==> config.mk <==
export PLATFORM = sky130hd
export DESIGN_NAME = fetch_stage
export DESIGN_NICKNAME = d
export VERILOG_FILES = /design/src/rtl/fetch_stage.sv
export SDC_FILE = /design/constraint.sdc
export NUM_CORES = 1
export LEC_CHECK = 0
export BUFFER_PORTS_ARGS = -buffer_cell sky130_fd_sc_hd__buf_2
export CORE_UTILIZATION = 47
export DETAILED_ROUTE_END_ITERATION = 16
export PLACE_DENSITY = 0.84
export RECOVER_POWER = 25
export SLEW_MARGIN = 20
export SYNTH_ARGS = -nofsm -noshare
export SYNTH_HDL_FRONTEND = slang
export SYNTH_SLANG_ARGS = --single-unit
==> constraint.sdc <==
create_clock -name clk -period 2.2 [get_ports clk]
set_clock_uncertainty 0.2 [all_clocks]
set_input_delay 0 -clock clk [delete_from_list [all_inputs] [get_ports clk]]
set_output_delay 0 -clock clk [all_outputs]
set_load 0.02 [all_outputs]
==> src/rtl/fetch_stage.sv <==
`default_nettype none
// +-----------------------------------------------------------------------+
// | Module  : fetch_stage                                                 |
// | Brief   : PC owner, imem address driver and IF/ID pipeline register   |
// |           with stall, redirect and saturating fetch/flush counters.   |
// | Revision: 1.0                                                         |
// +-----------------------------------------------------------------------+
module fetch_stage #(
    parameter int                DATA_W   = 32,
    parameter logic [DATA_W-1:0] RESET_PC = '0,
    parameter int                PC_STEP  = 4
) (
    input  logic              clk,
    input  logic              arst_n,
    input  logic              enable,
    input  logic              stall,
    input  logic              redirect_valid,
    input  logic [DATA_W-1:0] redirect_pc,
    output logic [DATA_W-1:0] imem_addr,
    input  logic [DATA_W-1:0] imem_rdata,
    output logic [DATA_W-1:0] instruction_if_id,
    output logic [DATA_W-1:0] updated_pc_if_id,
    output logic [DATA_W-1:0] current_pc_if_id,
    output logic              valid_if_id,
    output logic [DATA_W-1:0] fetch_count,
    output logic [DATA_W-1:0] flush_count
);

    localparam logic [DATA_W-1:0] c_pc_step  = DATA_W'(PC_STEP);
    localparam logic [DATA_W-1:0] c_low_mask = DATA_W'(3);

    logic [DATA_W-1:0] r_pc;
    logic [DATA_W-1:0] r_instr;
    logic [DATA_W-1:0] r_updated_pc;
    logic [DATA_W-1:0] r_current_pc;
    logic              r_valid;
    logic [DATA_W-1:0] r_fetch_count;
    logic [DATA_W-1:0] r_flush_count;

    logic [DATA_W-1:0] w_pc_seq;
    logic [DATA_W-1:0] w_redirect_target;

    assign w_pc_seq          = r_pc + c_pc_step;
    // Targets are word aligned: the two low bits are dropped, never used.
    assign w_redirect_target = redirect_pc & ~c_low_mask;

    always_ff @(posedge clk or negedge arst_n) begin
        if (!arst_n) begin
            r_pc          <= RESET_PC;
            r_instr       <= '0;
            r_updated_pc  <= '0;
            r_current_pc  <= '0;
            r_valid       <= 1'b0;
            r_fetch_count <= '0;
            r_flush_count <= '0;
        end else if (enable) begin
            if (redirect_valid) begin
                // Wrong-path word is discarded even under stall.
                r_pc         <= w_redirect_target;
                r_instr      <= '0;
                r_updated_pc <= '0;
                r_current_pc <= '0;
                r_valid      <= 1'b0;
                if (r_flush_count != '1) begin
                    r_flush_count <= r_flush_count + 1'b1;
                end
            end else if (!stall) begin
                r_pc         <= w_pc_seq;
                r_instr      <= imem_rdata;
                r_updated_pc <= w_pc_seq;
                r_current_pc <= r_pc;
                r_valid      <= 1'b1;
                if (r_fetch_count != '1) begin
                    r_fetch_count <= r_fetch_count + 1'b1;
                end
            end
        end
    end

    assign imem_addr         = r_pc;
    assign instruction_if_id = r_instr;
    assign updated_pc_if_id  = r_updated_pc;
    assign current_pc_if_id  = r_current_pc;
    assign valid_if_id       = r_valid;
    assign fetch_count       = r_fetch_count;
    assign flush_count       = r_flush_count;

endmodule
`default_nettype wire

* Word level (Yosys, flattened, before mapping) *
Index checks and enable logic that the tools add are counted.

storage, ports and cells
  bits of input ports = 69
  output and inout port bits = 193
  logic and storage cells = 27
  register bits after elaboration = 193

operators by class
  bitwise operators = 2
  eq/ne operators = 3
  reductions and logical operators = 3
  multiplexer cells = 9
  add/subtract/negate cells = 3

operators with widths
  kind                                                    number
  2-to-1 mux 32 bit                                       7
  adder 32 x 1 -> 32 bit (second input constant)          2
  inequality test 32 bit (second input constant)          2
  adder 32 x 3 -> 32 bit (second input constant)          1
  AND reduction 4 bit                                     1
  AND reduction 3 bit                                     1
  2-to-1 mux 1 bit                                        2
  inequality test 2 x 1 -> 1 bit (second input constant)  1
  NOT 1 bit                                               2
  AND reduction 2 bit                                     1

* Longest topological paths before layout *
Gate-level depths: netlist of run 1.

  word-level depth = 3
  mapped depth = 8
  mapped depth without buffers = 6

* Worst setup path before layout of run 1 *
No wires, ideal clock.

  path kind = register to register
  start = register r_flush_count[22] (netlist: flush_count[22])
  end = register r_flush_count[1] (netlist: flush_count[1])
  setup slack = -0.289 ns
  setup time = 0.125 ns
  stages on the path, launching flop included = 7
  arrival time = 2.164 ns
  buffers on the path = 1
  period minus slack after synthesis = 2.489 ns
  path through = dfrtp_1 nand4_2 or3_4 or4_4 buf_6 and2_4 mux2_4

on the way
  cells in the longest elaborated chain, start to end = 2

RTL lines
  what                                  RTL line  text
  from (decl)                           38        logic [DATA_W-1:0] r_flush_count;
  from (signal assigned)                65        r_flush_count <= r_flush_count + 1'b1;
  inequality test 32 bit                64        if (r_flush_count != '1) begin
  AND reduction 3 bit (no source line)  -

Every way passes these cells.
A chain may end at the register's enable or synchronous reset.

* Worst setup path after layout of run 1 *
  start = register r_flush_count[23] (netlist: flush_count[23])
  end = register r_flush_count[1] (netlist: flush_count[1])

The elaborated chain is that of the path after synthesis.

==> parameters.txt, run 1 <==
Parameter                              Value

Setup path
  End point of the critical path    flush_count[1]
  Type of element capturing the critical path    flop
  WP data arrival    2330 ps
  Critical Path Start Type    flop
  Source of the critical timing path    flush_count[23]
  RR Endpoint    flush_count[1]
  Critical path class    flop to flop
  Worst r2r path cells    5
  Required arrival time at the worst endpoint    2320 ps
  Worst r2r src    flush_count[23]
  Top fanout value on the critical path    5
  Slack of the worst reg-to-reg path    -10 ps

Pwr
  Clock network power share    between 30% and 40%
  Switching share of power    32.4%
  Net switching power of the design    3.09 mW
  Proportion of power drawn by flip-flops and latches    42.5%
  Max IR drop VDD    slightly above 0.6 mV
  Comb power frac    23.4%
  Power density normalized to cell area    777 mW/mm^2
  Leakage dissipation    5.67 nW
  Cell-internal power    6.44 mW

Timing
  Fmax    about 450 MHz
  Slew Viols, Final    0
  Final critical path time including I/O delays and setup    2210 ps
  Slew margin rel.    59.7%
  Final Hold Slack    52.1 ps
  Portion of the clock cycle consumed by the worst path in the final layout    100%
  RSZ-0062 raised after global routing    yes
  Post-route worst setup slack    -10.2 ps
  Least-Margin Pin Slew    605 ps
  Number of endpoints with negative hold slack in the final report    0
  Sum of negative setup slack    -10.2 ps
  Final-report setup violation count    1

Detailed routing
  Post-route DRC violation count    0
  Number of DRC markers after the initial detailed-route iteration    664
  Average wire per cell in the routed design    about 18 microns
  Count of TritonRoute iterations in the first routing pass    7
  Wire length after detailed routing    26.9 mm
  Antenna-violating nets left    0
  Number of vias in the routed layout    ~8,300
  Via density    5.65

Placement
  Port-buffer cells    approximately 260
  Placement Setup Slack    -0.896 ps
  Hpwl dp    around 18 mm
  Post-detailed-placement cell area    0.0109 sq mm
  Routability congestion estimate from global placement    0.900

Yosys
  Synth warn    0
  Mapped cell area    around 0.0086 sq mm
  Cells after synthesis    813
  Share of synthesized area occupied by flip-flops and latches    a little over half
  Share of synthesized registers carrying an async set or reset    100%
  Number of flip-flops and latches in the synthesized netlist    188
  Number of flops mapped to enable cells by yosys    0
  Count of different cell masters after synthesis    between 60 and 70
  Flip-flop cell with the highest count after synthesis    dfrtp_1
  Mean area per synthesized cell    10.5 sq um

Layout
  Leading cell types in the layout, fill and taps excluded    162 x dfrtp_1, 140 x clkbuf_1, 117 x buf_2
  Most common cell after layout, fill and taps aside    dfrtp_1
  Layout filler cell count    1,357
  # diodes    0
  Layout cells sized above 1    27.3%
  Final standard cell area without fillers    0.0123 sq mm
  Syn-to-layout area delta    43.0%
  Net count, final    1,294

Global routing
  First-pass GRT wire length    between 40 and 50 mm
  Via count of the first global-routing pass    8,160
  Largest net degree at the start of global routing    between 70 and 80
  Total overflow reported by the global router    0
  Antenna violations before repair    0
  Total Routing Usage GR    28.8%

Clocking
  Clock-pin slew on the worst setup and hold paths    70 ps
  Number of CTS-inserted buffers    17
  Number of H-tree levels    4
  Clock Sinks    188
  Clock latency at the later pin of the worst-skew pair    430 ps
  Clock tree from TritonCTS    yes
  CTS Buffer Depth    2
  Clk Tree Root Cell    clkbuf_16

Outcome
  Violations in the final reports    negative setup slack
  Outcome    finished with violations

Die
  Starting utilization of the core area    47.8%
  Die area    0.0188 sq mm
  Die height    about 140 microns
  Die X    about 140 microns
  Std cell rows    49
  Area of the core    0.0179 sq mm
  # IOs    262

Hold path
  Worst min-delay path class    input port to flop

Job
  Total of max-cap violations    0
[worst max-delay path, stage by stage (launching register included)]
cell,delay (ps)
dfrtp_2,390
nand4_4,120
or3_4,340
or4_4,570
and2_4,200
mux2_4,290
[worst min path at each step]
stage	slack [ps]	from	to	cells past startpoint
floorplan	-500	arst_n	current_pc_if_id[10]	0
global placement	-140	arst_n	current_pc_if_id[14]	1
detailed placement	-140	arst_n	current_pc_if_id[14]	1
CTS	20	stall	fetch_count[25]	6
global route	50	stall	fetch_count[27]	6
finish	50	stall	fetch_count[25]	6
[metrics by stage]
stage | std cells | power, mW | util, %
6_report | 1464 | 9.52 | 68.4
3_5_place_dp | 1354 | 6.18 | 60.8
5_1_grt | 1464 | 9.93 | 68.4
2_1_floorplan | 814 | 5.19 | -
3_3_place_gp | 1354 | 6.12 | 60.8
4_1_cts | 1459 | 9.53 | 68.4
[flip-flops by register name (all words and copies together) (netlist names)]
register,flops
current_pc_if_id,30
fetch_count,32
flush_count,32
imem_addr,30
instruction_if_id,32
updated_pc_if_id,31
valid_if_id,1
[power by group through the flow]
stage	clock, mW	combinational (mW)	sequential, mW
6_report	3.25	2.23	4.04
5_1_grt	3.43	2.41	4.09
4_1_cts	3.29	2.22	4.01
3_5_place_dp	0	2.10	4.08
3_3_place_gp	0	2.06	4.06
2_1_floorplan	0	0.611	4.58
[cell usage after synthesis (2+ instances only)]
cell,instances,share of area [%]
dfrtp_1,188,55
nand2_1,86,3.8
a22o_1,51,5.2
xnor2_1,48,4.9
nand3_1,44,2.6
o21ai_0,42,2.5
clkbuf_1,41,1.8
nand4_1,37,2.7
nor2_1,36,1.6
xor2_1,29,3.0
a21oi_1,24,1.4
nor3_1,21,1.2
and3_1,16,1.2
inv_1,13,0.57
nor4_1,12,0.88
a221o_1,10,1.2
a21o_1,9,0.79
o31ai_1,9,0.79
a22oi_1,6,0.53
or3_1,6,0.44
and2_1,5,0.37
buf_4,5,0.44
o32ai_1,5,0.51
or2_2,5,0.37
or4_1,5,0.44
and4_1,4,0.41
buf_2,4,0.23
mux2i_1,4,0.47
nor4b_1,4,0.41
buf_1,3,0.13
ha_1,3,0.44
a211oi_1,2,0.18
a31oi_1,2,0.15
mux2_2,2,0.26
nor2b_1,2,0.15
o21a_1,2,0.18
o22ai_1,2,0.15
o311ai_0,2,0.20
or3_4,2,0.26
[what timing repair did]
item | CTS | global route
endpoints found under the setup margin | 5 | 35
pin swaps | 0 | 7
cloned | 0 | 1
hold endpoints to repair | 251 | 0
hold buffers | 73 | 0
setup buffers | 0 | 4
gates resized for setup | 2 | 34
[layout make-up]
cell class	count	area, sq um	share of cell area, %
Sequential cell	188	4740	38.7
Timing Repair Buffer	444	2790	22.8
Inverter	13	48.8	0.398
Clock inverter	15	193	1.57
Tap cell	229	287	2.34
Multi-Input combinational cell	558	3770	30.8
Clock buffer	17	425	3.47
[per-layer routing]
metal,part of all wire (%),global-route usage [%]
met5,0,0
met4,3.5,14.7
met3,8.4,6.22
met2,48,46.7
met1,40,36.1
[cells by family (layout without fill, tap and decap cells)]
| group | Yosys count | count (layout) | share of synthesized area [%] |
|---|---|---|---|
| buffers and inverters | 68 | 489 | 3.36 |
| xor gates and xnor gates | 77 | 77 | 7.87 |
| muxes | 7 | 7 | 0.906 |
| adders and majority gates | 3 | 3 | 0.438 |
| other | 1 | 2 | 0.0438 |
| DFF | 188 | 188 | 54.9 |
| and+or+nand+nor | 297 | 297 | 18.1 |
| AOI/OAI and AO/OA | 172 | 172 | 14.3 |
(Power assumes the default switching activity.)
==> run 2: changes to the inputs <==
--- a/config.mk
+++ b/config.mk
@@ -9,7 +9,6 @@
 export CORE_UTILIZATION = 47
 export DETAILED_ROUTE_END_ITERATION = 16
 export PLACE_DENSITY = 0.84
-export RECOVER_POWER = 25
 export SLEW_MARGIN = 20
 export SYNTH_ARGS = -nofsm -noshare
 export SYNTH_HDL_FRONTEND = slang
==> run 2 against run 1 <==
The flow still finishes with violations (negative setup slack); design area grew 1.4%; register-to-register slack is essentially flat; flip-flop and latch count is the same; count of clock-buffer cells in the layout is the same; largest cell class unchanged; largest power group unchanged.
==> parameters.txt, run 2 (synthesis gave the netlist of run 1 again) <==
Parameter                              Value

Placement
  Placement Setup Slack    -0.896 ps (unchanged)
  Hpwl dp    18.2 mm (unchanged)
  Routability congestion estimate from global placement    0.900 (unchanged)
  Placed instance count    1,354 (unchanged)
  Port-buffer cells    257 (unchanged)
  Post-detailed-placement cell area    0.0109 sq mm (unchanged)

Timing
  Final-report setup violation count    1 (unchanged)
  Final critical path time including I/O delays and setup    2210 ps (about the same)
  Fmax    453 MHz (was 452 MHz)
  Slew Viols, Final    0 (unchanged)
  Post-route worst setup slack    -7.56 ps (was -10.2 ps)
  Number of endpoints with negative hold slack in the final report    0 (unchanged)
  RSZ-0062 raised after global routing    yes (unchanged)
  Least-Margin Pin Slew    595 ps (was 605 ps)
  Portion of the clock cycle consumed by the worst path in the final layout    100% (about the same)
  Final Hold Slack    53.3 ps (was 52.1 ps)
  Sum of negative setup slack    -7.56 ps (was -10.2 ps)
  Slew margin rel.    60.3% (was 59.7%)

Clocking
  Clock-pin slew on the worst setup and hold paths    70 ps (about the same)
  Number of H-tree levels    4 (unchanged)
  CTS Buffer Depth    2 (unchanged)
  Clock latency at the later pin of the worst-skew pair    430 ps (about the same)
  Clk Tree Root Cell    clkbuf_16 (unchanged)
  Number of CTS-inserted buffers    17 (unchanged)
  Clock tree from TritonCTS    yes (unchanged)
  Clock Sinks    188 (unchanged)

Layout
  Most common cell after layout, fill and taps aside    buf_2 (was dfrtp_1)
  Net count, final    1,294 (unchanged)
  Syn-to-layout area delta    45.1% (was 43.0%)
  Layout cells sized above 1    38.6% (was 27.3%)
  # diodes    0 (unchanged)
  Final standard cell area without fillers    0.0124 sq mm (was 0.0123 sq mm)
  Finished Core Util    69.4% (was 68.4%)
  Leading cell types in the layout, fill and taps excluded    257 x buf_2, 162 x dfrtp_1, 102 x buf_4 (was 162 x dfrtp_1, 140 x clkbuf_1, 117 x buf_2)
  Count of non-filler cells in the finished layout    1,464 (unchanged)

Pwr
  Leakage dissipation    6.23 nW (was 5.67 nW)
  Max IR drop VDD    0.607 mV (was 0.608 mV)
  Power density normalized to cell area    771 mW/mm^2 (was 777 mW/mm^2)
  Power after layout    9.58 mW (was 9.52 mW)

Job
  Total of max-cap violations    0 (unchanged)

Detailed routing
  Wire length after detailed routing    26.9 mm (about the same)
  Average wire per cell in the routed design    18.4 microns (about the same)
  Via density    5.65 (about the same)
  Post-route DRC violation count    0 (unchanged)
  Number of vias in the routed layout    8,268 (was 8,272)
  Antenna-violating nets left    0 (unchanged)
  Count of TritonRoute iterations in the first routing pass    5 (was 7)
  Number of DRC markers after the initial detailed-route iteration    724 (was 664)

Die
  Die X    137 microns (unchanged)
  Std cell rows    49 (unchanged)
  Area of the core    0.0179 sq mm (unchanged)
  Die height    137 microns (unchanged)
  Die area    0.0188 sq mm (unchanged)
  # IOs    262 (unchanged)
  Starting utilization of the core area    47.8% (unchanged)

Outcome
  Outcome    finished with violations (unchanged)
  Violations in the final reports    negative setup slack (unchanged)

Setup path
  CP top delay family    simple AND/OR/NAND/NOR gates (unchanged)
  Largest incremental delay on the critical path    560 ps (was 570 ps)
  Required arrival time at the worst endpoint    2320 ps (about the same)
  Critical Path Start Type    flop (unchanged)
  Worst-path cell chain    nand4_4 -> or3_4 -> or4_4 -> and2_4 -> mux2_4 (unchanged)
  Type of element capturing the critical path    flop (unchanged)
  Highest-delay cell along the critical path    or4_4 (unchanged)
  Buffers plus inverters on the worst setup path    0 (unchanged)
  Top fanout value on the critical path    5 (unchanged)
  Critical path class    flop to flop (unchanged)
  WP data arrival    2320 ps (was 2330 ps)

Global routing
  Largest net degree at the start of global routing    74 (unchanged)
  Antenna violations before repair    0 (unchanged)
  Via count of the first global-routing pass    8,160 (unchanged)
  First-pass GRT wire length    41.8 mm (unchanged)
  Total overflow reported by the global router    0 (unchanged)
  Total Routing Usage GR    28.8% (unchanged)

Hold path
  Worst min-delay path class    input port to flop (unchanged)
[run 2: changes by cell type in the layout (fill, tap and decap cells not counted)]
cell,delta
buf_2,+140
clkbuf_1,-140
[run 2: final timing paths]
| check | slack (ps) | endpoint | cells after the start | from |
|---|---|---|---|---|
| worst max register to register | -8 | flush_count[1] | 5 | flush_count[23] |
| worst min-delay path | 50 | fetch_count[25] | 6 | stall |
| max in group asynchronous | 590 | flush_count[20] | 4 | arst_n |
| worst min register to register | 280 | updated_pc_if_id[17] | 1 | updated_pc_if_id[17] |
| worst max-delay path | -8 | flush_count[1] | 5 | flush_count[23] |
| min in group asynchronous | 490 | current_pc_if_id[14] | 3 | arst_n |
[run 2: area by class of cell]
type,count,area (sq um)
Fill cell,1269,5480
Sequential cell,188,4740
Multi-Input combinational cell,558,3770
Timing Repair Buffer,444,2960
Clock buffer,17,425
Tap cell,229,287
Clock inverter,15,193
Inverter,13,48.8
[run 2: timing repair]
action / CTS / global route
gates resized for setup: 2 / 34
endpoints found under the setup margin: 5 / 35
hold buffers: 73 / 0
gates cloned: 0 / 1
pin swaps: 0 / 7
buffers inserted: 0 / 4
hold endpoints to repair: 251 / 0
[run 2: worst reg2reg max path: stages, from the launching register on]
cell and delay [ps]:
dfrtp_2 390, nand4_4 120, or3_4 340, or4_4 560, and2_4 200, mux2_4 290
[run 2: report_power, final]
part,internal (mW),leakage (nW),switching (mW)
Sequential,3.80,2.45,0.239
Combinational,0.961,3.47,1.33
Clock,1.74,0.301,1.50
Total,6.50,6.23,3.07
[run 2: layer usage]
layer	vias up	share of wire [%]	track usage (%)
met1	3990	40	36.1
met4	0	3.8	14.7
met3	81	8.2	6.22
met5	-	0	0
met2	429	48	46.7
li1	3768	-	-
